$ cat config.mk
export PLATFORM = sky130hd
export DESIGN_NAME = adc_spi_capture
export DESIGN_NICKNAME = d
export VERILOG_FILES = /design/src/rtl/adc_spi_capture.sv
export SDC_FILE = /design/constraint.sdc
export NUM_CORES = 1
export LEC_CHECK = 0
export CORE_MARGIN = 4
export CORE_UTILIZATION = 45
export CTS_CLUSTER_DIAMETER = 30
export CTS_CLUSTER_SIZE = 10
export DETAILED_ROUTE_END_ITERATION = 7
export PLACE_DENSITY = 0.65
export SKIP_CTS_REPAIR_TIMING = 1
export SLEW_MARGIN = 20
export SYNTH_ARGS = -nofsm -noshare
export SYNTH_HDL_FRONTEND = slang
export SYNTH_SLANG_ARGS = --single-unit
$ cat constraint.sdc
create_clock -name clk_50M -period 2.2 [get_ports clk_50M]
set_input_delay 0.33 -clock clk_50M [delete_from_list [all_inputs] [get_ports clk_50M]]
set_output_delay 0.33 -clock clk_50M [all_outputs]
set_load 0.01 [all_outputs]
$ cat src/rtl/adc_spi_capture.sv
`default_nettype none
// ============================================================================
// Module   : adc_spi_capture
// Brief    : Paces AD7476-class 16-bit SPI conversions (CPOL=1) and presents
//            each 12-bit result with a one-cycle ad_done strobe.
//            Optional 4-sample averaging: define ADC_AVG4_EN.
// Revision : 1.0 - initial release
// ============================================================================
module adc_spi_capture #(
    parameter int CLK_DIV       = 2,
    parameter int SAMPLE_PERIOD = 50000,
    parameter int T_QUIET       = 4
) (
    input  logic        clk_50M,
    input  logic        rst,
    input  logic        en,
    input  logic        adc_sdo,
    output logic        adc_cs_n,
    output logic        adc_sclk,
    output logic [11:0] ad_data,
    output logic        ad_done,
    output logic        busy,
    output logic        frame_err,
    output logic        overrun
);

    localparam int c_DIV_W = (CLK_DIV > 1) ? $clog2(CLK_DIV) : 1;
    localparam int c_TMR_W = (SAMPLE_PERIOD > 1) ? $clog2(SAMPLE_PERIOD) : 1;
    localparam int c_Q_W   = (T_QUIET > 0) ? $clog2(T_QUIET + 1) : 1;

    localparam logic [c_DIV_W-1:0] c_DIV_LAST = c_DIV_W'(CLK_DIV - 1);
    localparam logic [c_TMR_W-1:0] c_TMR_LAST = c_TMR_W'(SAMPLE_PERIOD - 1);
    localparam logic [c_Q_W-1:0]   c_Q_LAST   = c_Q_W'((T_QUIET > 0) ? T_QUIET - 1 : 0);

    localparam logic [2:0] c_IDLE  = 3'd0;
    localparam logic [2:0] c_SETUP = 3'd1;
    localparam logic [2:0] c_SHIFT = 3'd2;
    localparam logic [2:0] c_HOLD  = 3'd3;
    localparam logic [2:0] c_QUIET = 3'd4;

    logic [2:0]         r_state;
    logic [c_TMR_W-1:0] r_tmr;
    logic [c_DIV_W-1:0] r_div_cnt;
    logic [4:0]         r_bit_cnt;
    logic [c_Q_W-1:0]   r_q_cnt;
    logic [15:0]        r_shift;

    logic w_tick;
    logic w_div_end;
    logic w_frame_done;
    logic w_err;

    assign w_tick       = en && (r_tmr == '0);
    assign w_div_end    = (r_div_cnt == c_DIV_LAST);
    assign w_frame_done = (r_state == c_HOLD) && w_div_end;
    assign w_err        = |r_shift[15:12];

    // Held at zero while disabled so the first enabled cycle is a tick.
    always_ff @(posedge clk_50M or posedge rst) begin
        if (rst) begin
            r_tmr <= '0;
        end else if (!en) begin
            r_tmr <= '0;
        end else if (r_tmr == c_TMR_LAST) begin
            r_tmr <= '0;
        end else begin
            r_tmr <= r_tmr + 1'b1;
        end
    end

    always_ff @(posedge clk_50M or posedge rst) begin
        if (rst) begin
            r_state   <= c_IDLE;
            r_div_cnt <= '0;
            r_bit_cnt <= '0;
            r_q_cnt   <= '0;
            r_shift   <= '0;
            adc_cs_n  <= 1'b1;
            adc_sclk  <= 1'b1;
            busy      <= 1'b0;
        end else begin
            case (r_state)
                c_IDLE: begin
                    if (w_tick) begin
                        r_state   <= c_SETUP;
                        r_div_cnt <= '0;
                        adc_cs_n  <= 1'b0;
                        busy      <= 1'b1;
                    end
                end
                c_SETUP: begin
                    if (w_div_end) begin
                        r_state   <= c_SHIFT;
                        r_div_cnt <= '0;
                        r_bit_cnt <= '0;
                        adc_sclk  <= 1'b0;
                    end else begin
                        r_div_cnt <= r_div_cnt + 1'b1;
                    end
                end
                c_SHIFT: begin
                    if (w_div_end) begin
                        r_div_cnt <= '0;
                        // sdo is captured on the edge that drives sclk high.
                        if (!adc_sclk) begin
                            adc_sclk <= 1'b1;
                            r_shift  <= {r_shift[14:0], adc_sdo};
                        end else if (r_bit_cnt == 5'd15) begin
                            r_state <= c_HOLD;
                        end else begin
                            adc_sclk  <= 1'b0;
                            r_bit_cnt <= r_bit_cnt + 1'b1;
                        end
                    end else begin
                        r_div_cnt <= r_div_cnt + 1'b1;
                    end
                end
                c_HOLD: begin
                    if (w_div_end) begin
                        r_state   <= (T_QUIET > 0) ? c_QUIET : c_IDLE;
                        r_div_cnt <= '0;
                        r_q_cnt   <= '0;
                        adc_cs_n  <= 1'b1;
                        busy      <= 1'b0;
                    end else begin
                        r_div_cnt <= r_div_cnt + 1'b1;
                    end
                end
                c_QUIET: begin
                    if (r_q_cnt == c_Q_LAST) begin
                        r_state <= c_IDLE;
                    end else begin
                        r_q_cnt <= r_q_cnt + 1'b1;
                    end
                end
                default: begin
                    r_state <= c_IDLE;
                end
            endcase
        end
    end

    always_ff @(posedge clk_50M or posedge rst) begin
        if (rst) begin
            overrun <= 1'b0;
        end else if (!en) begin
            overrun <= 1'b0;
        end else if (w_tick && (r_state != c_IDLE)) begin
            overrun <= 1'b1;
        end
    end

`ifdef ADC_AVG4_EN
    logic [13:0] r_acc;
    logic [1:0]  r_acc_cnt;
    logic        r_acc_err;
    logic [13:0] w_acc_next;

    assign w_acc_next = r_acc + {2'b00, r_shift[11:0]};

    // Partial sums are discarded whenever sampling is disabled.
    always_ff @(posedge clk_50M or posedge rst) begin
        if (rst) begin
            r_acc     <= '0;
            r_acc_cnt <= '0;
            r_acc_err <= 1'b0;
            ad_data   <= '0;
            ad_done   <= 1'b0;
            frame_err <= 1'b0;
        end else begin
            ad_done <= 1'b0;
            if (!en) begin
                r_acc     <= '0;
                r_acc_cnt <= '0;
                r_acc_err <= 1'b0;
            end else if (w_frame_done) begin
                if (r_acc_cnt == 2'd3) begin
                    ad_done   <= 1'b1;
                    ad_data   <= w_acc_next[13:2];
                    frame_err <= r_acc_err | w_err;
                    r_acc     <= '0;
                    r_acc_cnt <= '0;
                    r_acc_err <= 1'b0;
                end else begin
                    r_acc     <= w_acc_next;
                    r_acc_cnt <= r_acc_cnt + 1'b1;
                    r_acc_err <= r_acc_err | w_err;
                end
            end
        end
    end
`else
    always_ff @(posedge clk_50M or posedge rst) begin
        if (rst) begin
            ad_data   <= '0;
            ad_done   <= 1'b0;
            frame_err <= 1'b0;
        end else begin
            ad_done <= w_frame_done;
            if (w_frame_done) begin
                ad_data   <= r_shift[11:0];
                frame_err <= w_err;
            end
        end
    end
`endif

endmodule
`default_nettype wire

# --- Word-level counts from Yosys, hierarchy flattened ---
# Index checks and enable logic that the tools add are counted.
totals:
  inputBits: 4
  out_inout_bits: 18
  ff_bits: 62
classes:
  reduce_logical: 19
  n_eq_ne: 17
  n_bitwise: 1
  addsub: 4
  muxes: 32
op_table:
  columns: ["op", "count"]
  rows:
  - ["$mux 16", 2]
  - ["$mux 3", 9]
  - ["$mux 5", 4]
  - ["$ne 2x2->1 const B", 9]
  - ["$add 16x1->16 const B", 1]
  - ["$eq 16x16->1 const B", 1]
  - ["$logic_not 16->1", 1]
  - ["$pmux 3 s5", 1]
  - ["$reduce_and 3->1", 4]
  - ["$mux 1", 10]
  - ["$pmux 5 s2", 1]
  - ["$eq 3x2->1 const B", 3]
  - ["$pmux 1 s2", 4]
  - ["$reduce_bool 2->1", 4]
  - ["$reduce_and 7->1", 1]
  - ["$pmux 3 s2", 1]
  - ["$add 5x1->5 const B", 1]
  - ["$eq 5x4->1 const B", 1]
  - ["$reduce_and 5->1", 1]
  - ["$reduce_or 4->1", 1]
  - ["$add 3x1->3 const B", 1]
  - ["$eq 3x1->1 const B", 1]
  - ["$eq 3x3->1 const B", 1]
  - ["$logic_and 1x1->1", 3]
  - ["7 further kinds", 7]

# --- Logic depth before layout (Yosys ltp) ---
# Gate-level depths: netlist of run 1.
logic_depth:
  word_depth: 5
  depth_mapped: 7
  mapped_depth_nobuf: 7

# --- Least setup slack after synthesis of run 1 ---
# Ideal clock, no wire load.
synth_path:
  kind: "reg2reg"
  from: "register r_bit_cnt[0]"
  to: "register r_bit_cnt[3]"
  arrival_ns: 1.698
  setup_ns: 0.121
  t_required_ns: 2.079
  path_stages_with_launch: 8
  n_path_buf: 0
  slack_ns: 0.380
  path_cell_list: "dfrtp_1 > ha_1 > and3_1 > ha_1 > and4bb_2 > o21ai_2 > o21a_1 > o22a_1"
synth_between:
  elab_chain_cells: 5
  elab_cells_between_ends: 8
  cone_classes: "add/sub: 1; eq/ne: 2; mux: 4; reduce/logical: 1"
synth_rtl:
  columns: ["item", "line", "text"]
  rows:
  - ["start: declaration", "44", "logic [4:0] r_bit_cnt;"]
  - ["start signal: assignment", "112", "r_bit_cnt <= r_bit_cnt + 1'b1;"]
  - ["$add 5x1->5", "112", null]
  - ["$mux 5", "108", "end else if (r_bit_cnt == 5'd15) begin"]
  - ["$mux 5", "105", "if (!adc_sclk) begin"]
  - ["$mux 5", "102", "if (w_div_end) begin"]
  - ["$pmux 5 s2", "82", "case (r_state)"]
# Parallel ways exist; a longest one is shown, timed or not. The select of a mux whose other input is x is not followed.
# A chain may end at the register's enable or synchronous reset.

# --- Final worst setup path of run 1 ---
# Same ends and word-level chain as after synthesis.

==> results of run 1 <==
## cells by family (layout without fill, tap and decap cells)
logic type / Yosys count / after routing
compound gates: 24 / 24
xor+xnor: 14 / 14
fa+ha+maj: 6 / 6
buf+inv: 21 / 55
flops: 62 / 62
mux: 29 / 29
simple gates: 84 / 84
## synthesized netlist by cell type, types with 2 or more instances
cell	count
a21oi_1	4
a31oi_1	2
and2_1	2
and3_1	2
buf_6	2
clkbuf_1	3
dfrtp_1	60
dfstp_2	2
ha_1	6
inv_1	15
mux2_1	13
mux2_2	16
nand2_1	12
nand2b_1	2
nand3_1	10
nand4_1	3
nor2_1	24
nor3_1	9
nor4_1	7
o21ai_0	6
o41ai_1	2
xnor2_1	9
xor2_1	5
## sequential cells by signal, summed over array words and instances, names as in the netlist, 3 cells and up
signal / cells
r_tmr: 16
r_state: 3
ad_data: 12
r_bit_cnt: 5
r_shift: 16
r_q_cnt: 3
## per-stage QoR
stage          total power [mW]  instance area [µm²]  cells  hold WS (ns)
2_1_floorplan              2.23                 2820    240         0.443
3_3_place_gp               2.55                 3120    333         0.468
3_5_place_dp               2.57                 3120    333         0.473
4_1_cts                    3.62                 3320    349         0.367
5_1_grt                    3.82                 3320    349         0.430
6_report                   3.56                 3320    349         0.364
## how the worst max path moves through the flow
stage / from / slack [ns] / to
2_1_floorplan: rst / 0.33 / ad_data[0]
3_3_place_gp: r_bit_cnt[0] / 0.33 / r_bit_cnt[3]
3_5_place_dp: r_bit_cnt[0] / 0.27 / r_bit_cnt[3]
4_1_cts: r_bit_cnt[0] / 0.25 / r_bit_cnt[3]
5_1_grt: r_bit_cnt[0] / 0.14 / r_bit_cnt[0]
6_report: r_bit_cnt[0] / 0.25 / r_bit_cnt[3]
## worst max-delay path, stage by stage (launching register included)
cell	delay, ns
dfrtp_1	0.41
ha_1	0.22
and3_1	0.19
ha_1	0.21
and4bb_2	0.34
o21ai_2	0.12
o21a_1	0.20
o22a_1	0.17
## metal layers
| metal | share of wire [%] | wire, µm |
|---|---|---|
| met1 | 48 | 2410 |
| met4 | 2.8 | 140 |
| met2 | 45 | 2230 |
| met3 | 3.9 | 195 |
| met5 | 0 | 0 |
## area by class of cell
| type | count | area [µm²] |
|---|---|---|
| flip-flops and latches | 62 | 1550 |
| fillers | 519 | 2670 |
| clock inverters | 3 | 42.5 |
| multi-input cells | 157 | 1170 |
| well taps | 75 | 93.8 |
| clock buffers | 13 | 159 |
| inverters | 15 | 56.3 |
| repair buffers | 24 | 245 |
## power by group through the flow
stage               Combinational, mW  Sequential (mW)  Clock [mW]
global placement                0.903             1.65           0
CTS                             0.927             1.63        1.06
floorplan                       0.632             1.59           0
finish                          0.908             1.63        1.02
detailed placement              0.919             1.65           0
global route                     1.02             1.68        1.11
==> flow_metrics.tcl, run 1 <==
set metrics [dict create \
    report.final.setup_viol 0 \
    p_sw_mw 1.12 \
    crit_required_ns 2.43 \
    grt_use_total_pct 15.8 \
    setup_tns_ns 0 \
    cts_buffers 9 \
    ys_types 47 \
    path_class "reg2reg" \
    drt_iter0_markers 69 \
    yosys.area_share.simple_pct 16.9 \
    endpoint_kind "flop" \
    drive_above_1_share_pct 17.2 \
    vias 1846 \
    final_cell_mix "dfrtp_1, nor2_1, clkdlybuf4s50_1" \
    period_needed_ns 1.95 \
    finalMaxSlewViolations 0 \
    rrSetupSlack_ns 0.25 \
    syn_area_per_cell_um2 11.8 \
    die_w_um 87.2 \
    power_frac_comb_pct 25.5 \
    port_buffers 21 \
    yosysWarnings 0 \
    rows 28 \
    synth_edf_count 0 \
    powerDensity_mw_per_mm2 1070 \
    synth.area.top_cells "dfrtp_1, mux2_2, mux2_1, nor2_1, xnor2_1" \
    yosysTopAreaCellShare_pct 53.2 \
    dieArea_mm2 0.00760 \
    clkPwrFrac_pct 28.7 \
    slew_headroom_pct 68.0 \
    rsz0062_at_grt "no" \
    synth_adder_area_share_pct 2.66 \
    p_int_mw 2.44 \
    vias_per_cell 5.29 \
    r2r-start "r_bit_cnt[0]" \
    leakagePower_nw 1.51 \
    synth_cells 240 \
    pwr-share-seq_pct 45.8 \
    synth_compound_area_share_pct 6.08 \
    worstPathMaxFanout 7 \
    initial_core_util_pct 47.1 \
    async_flop_share_pct 100 \
    switching_share_pct 31.4 \
    antenna_found_initial 0 \
    wire_per_inst_um 14.2 \
    cap_viol_max_count 0 \
    cts.sinks 62 \
    io_pins 22 \
    route.detailed.drc 0 \
    synthFlopType "dfrtp_1" \
    synth.area.mux_share_pct 11.6 \
    timing.final.crit_share_pct 88.8 \
    hpwlAfterDp_um 3230 \
    final_common_cell "dfrtp_1" \
    utilization_pct 55.5 \
    grt_pass1_vias 2002 \
    status "finished clean" \
    cts_tree "yes" \
    cts-htree-levels 3 \
    grtUsageMet3_pct 3.97 \
    cts_root_buf "clkbuf_8" \
    ant_nets 0 \
    grt_pass1_wl_um 9300 \
    use_met1_pct 20.6 \
    grt_overflow 0 \
    grtUsageMet2_pct 23.8 \
    grt_max_degree 63 \
    fin_ws_ns 0.247 \
    clock_skew_ns 0.00859 \
    r2r_end "r_bit_cnt[3]" \
    tightest_slew_ns 0.475 \
    clock.fmax_ghz 0.512 \
    routabilityCongestion 0.788 \
    post-synth-top-area-cell "dfrtp_1" \
    synth_nets 250 \
    crit_arrival_ns 2.18 \
    synth_xor_area_share_pct 4.35 \
    ctsLongestPathBuffers 2 \
    hold_viol 0 \
    ys_seq_area_share_pct 55.1 \
    nNetsFinal 279 \
    syn_to_final_growth_pct 17.8 \
    clk_pin_slew_ns 0.07 \
    coreArea_mm2 0.00599 \
    die_h_um 87.2 \
    antenna_cells 0 \
    ir_worst_vdd_uv 668 \
    syn_area_mm2 0.00282 \
    cp-start-kind "flop" \
    top_usage_layer "met2" \
    ff2ff_path_depth 7 \
    clk_latency_ns 0.34 \
    min_path_type "in2async" \
    pre_cts_ws_ns 0.272 \
    synth_seq_cells 62 \
    first_pass_iters 4 \
    synth_top_family_by_area "simple AND/OR/NAND/NOR gates" \
    drt-total-wl_um 4970 \
]
Note: power is estimated with default switching activity, not from simulation.
==> run 2, diff against run 1 <==
- CAP_MARGIN: default -> 30
==> results of run 2 <==
Final layout, timing and power as in run 1 (identical DEF).
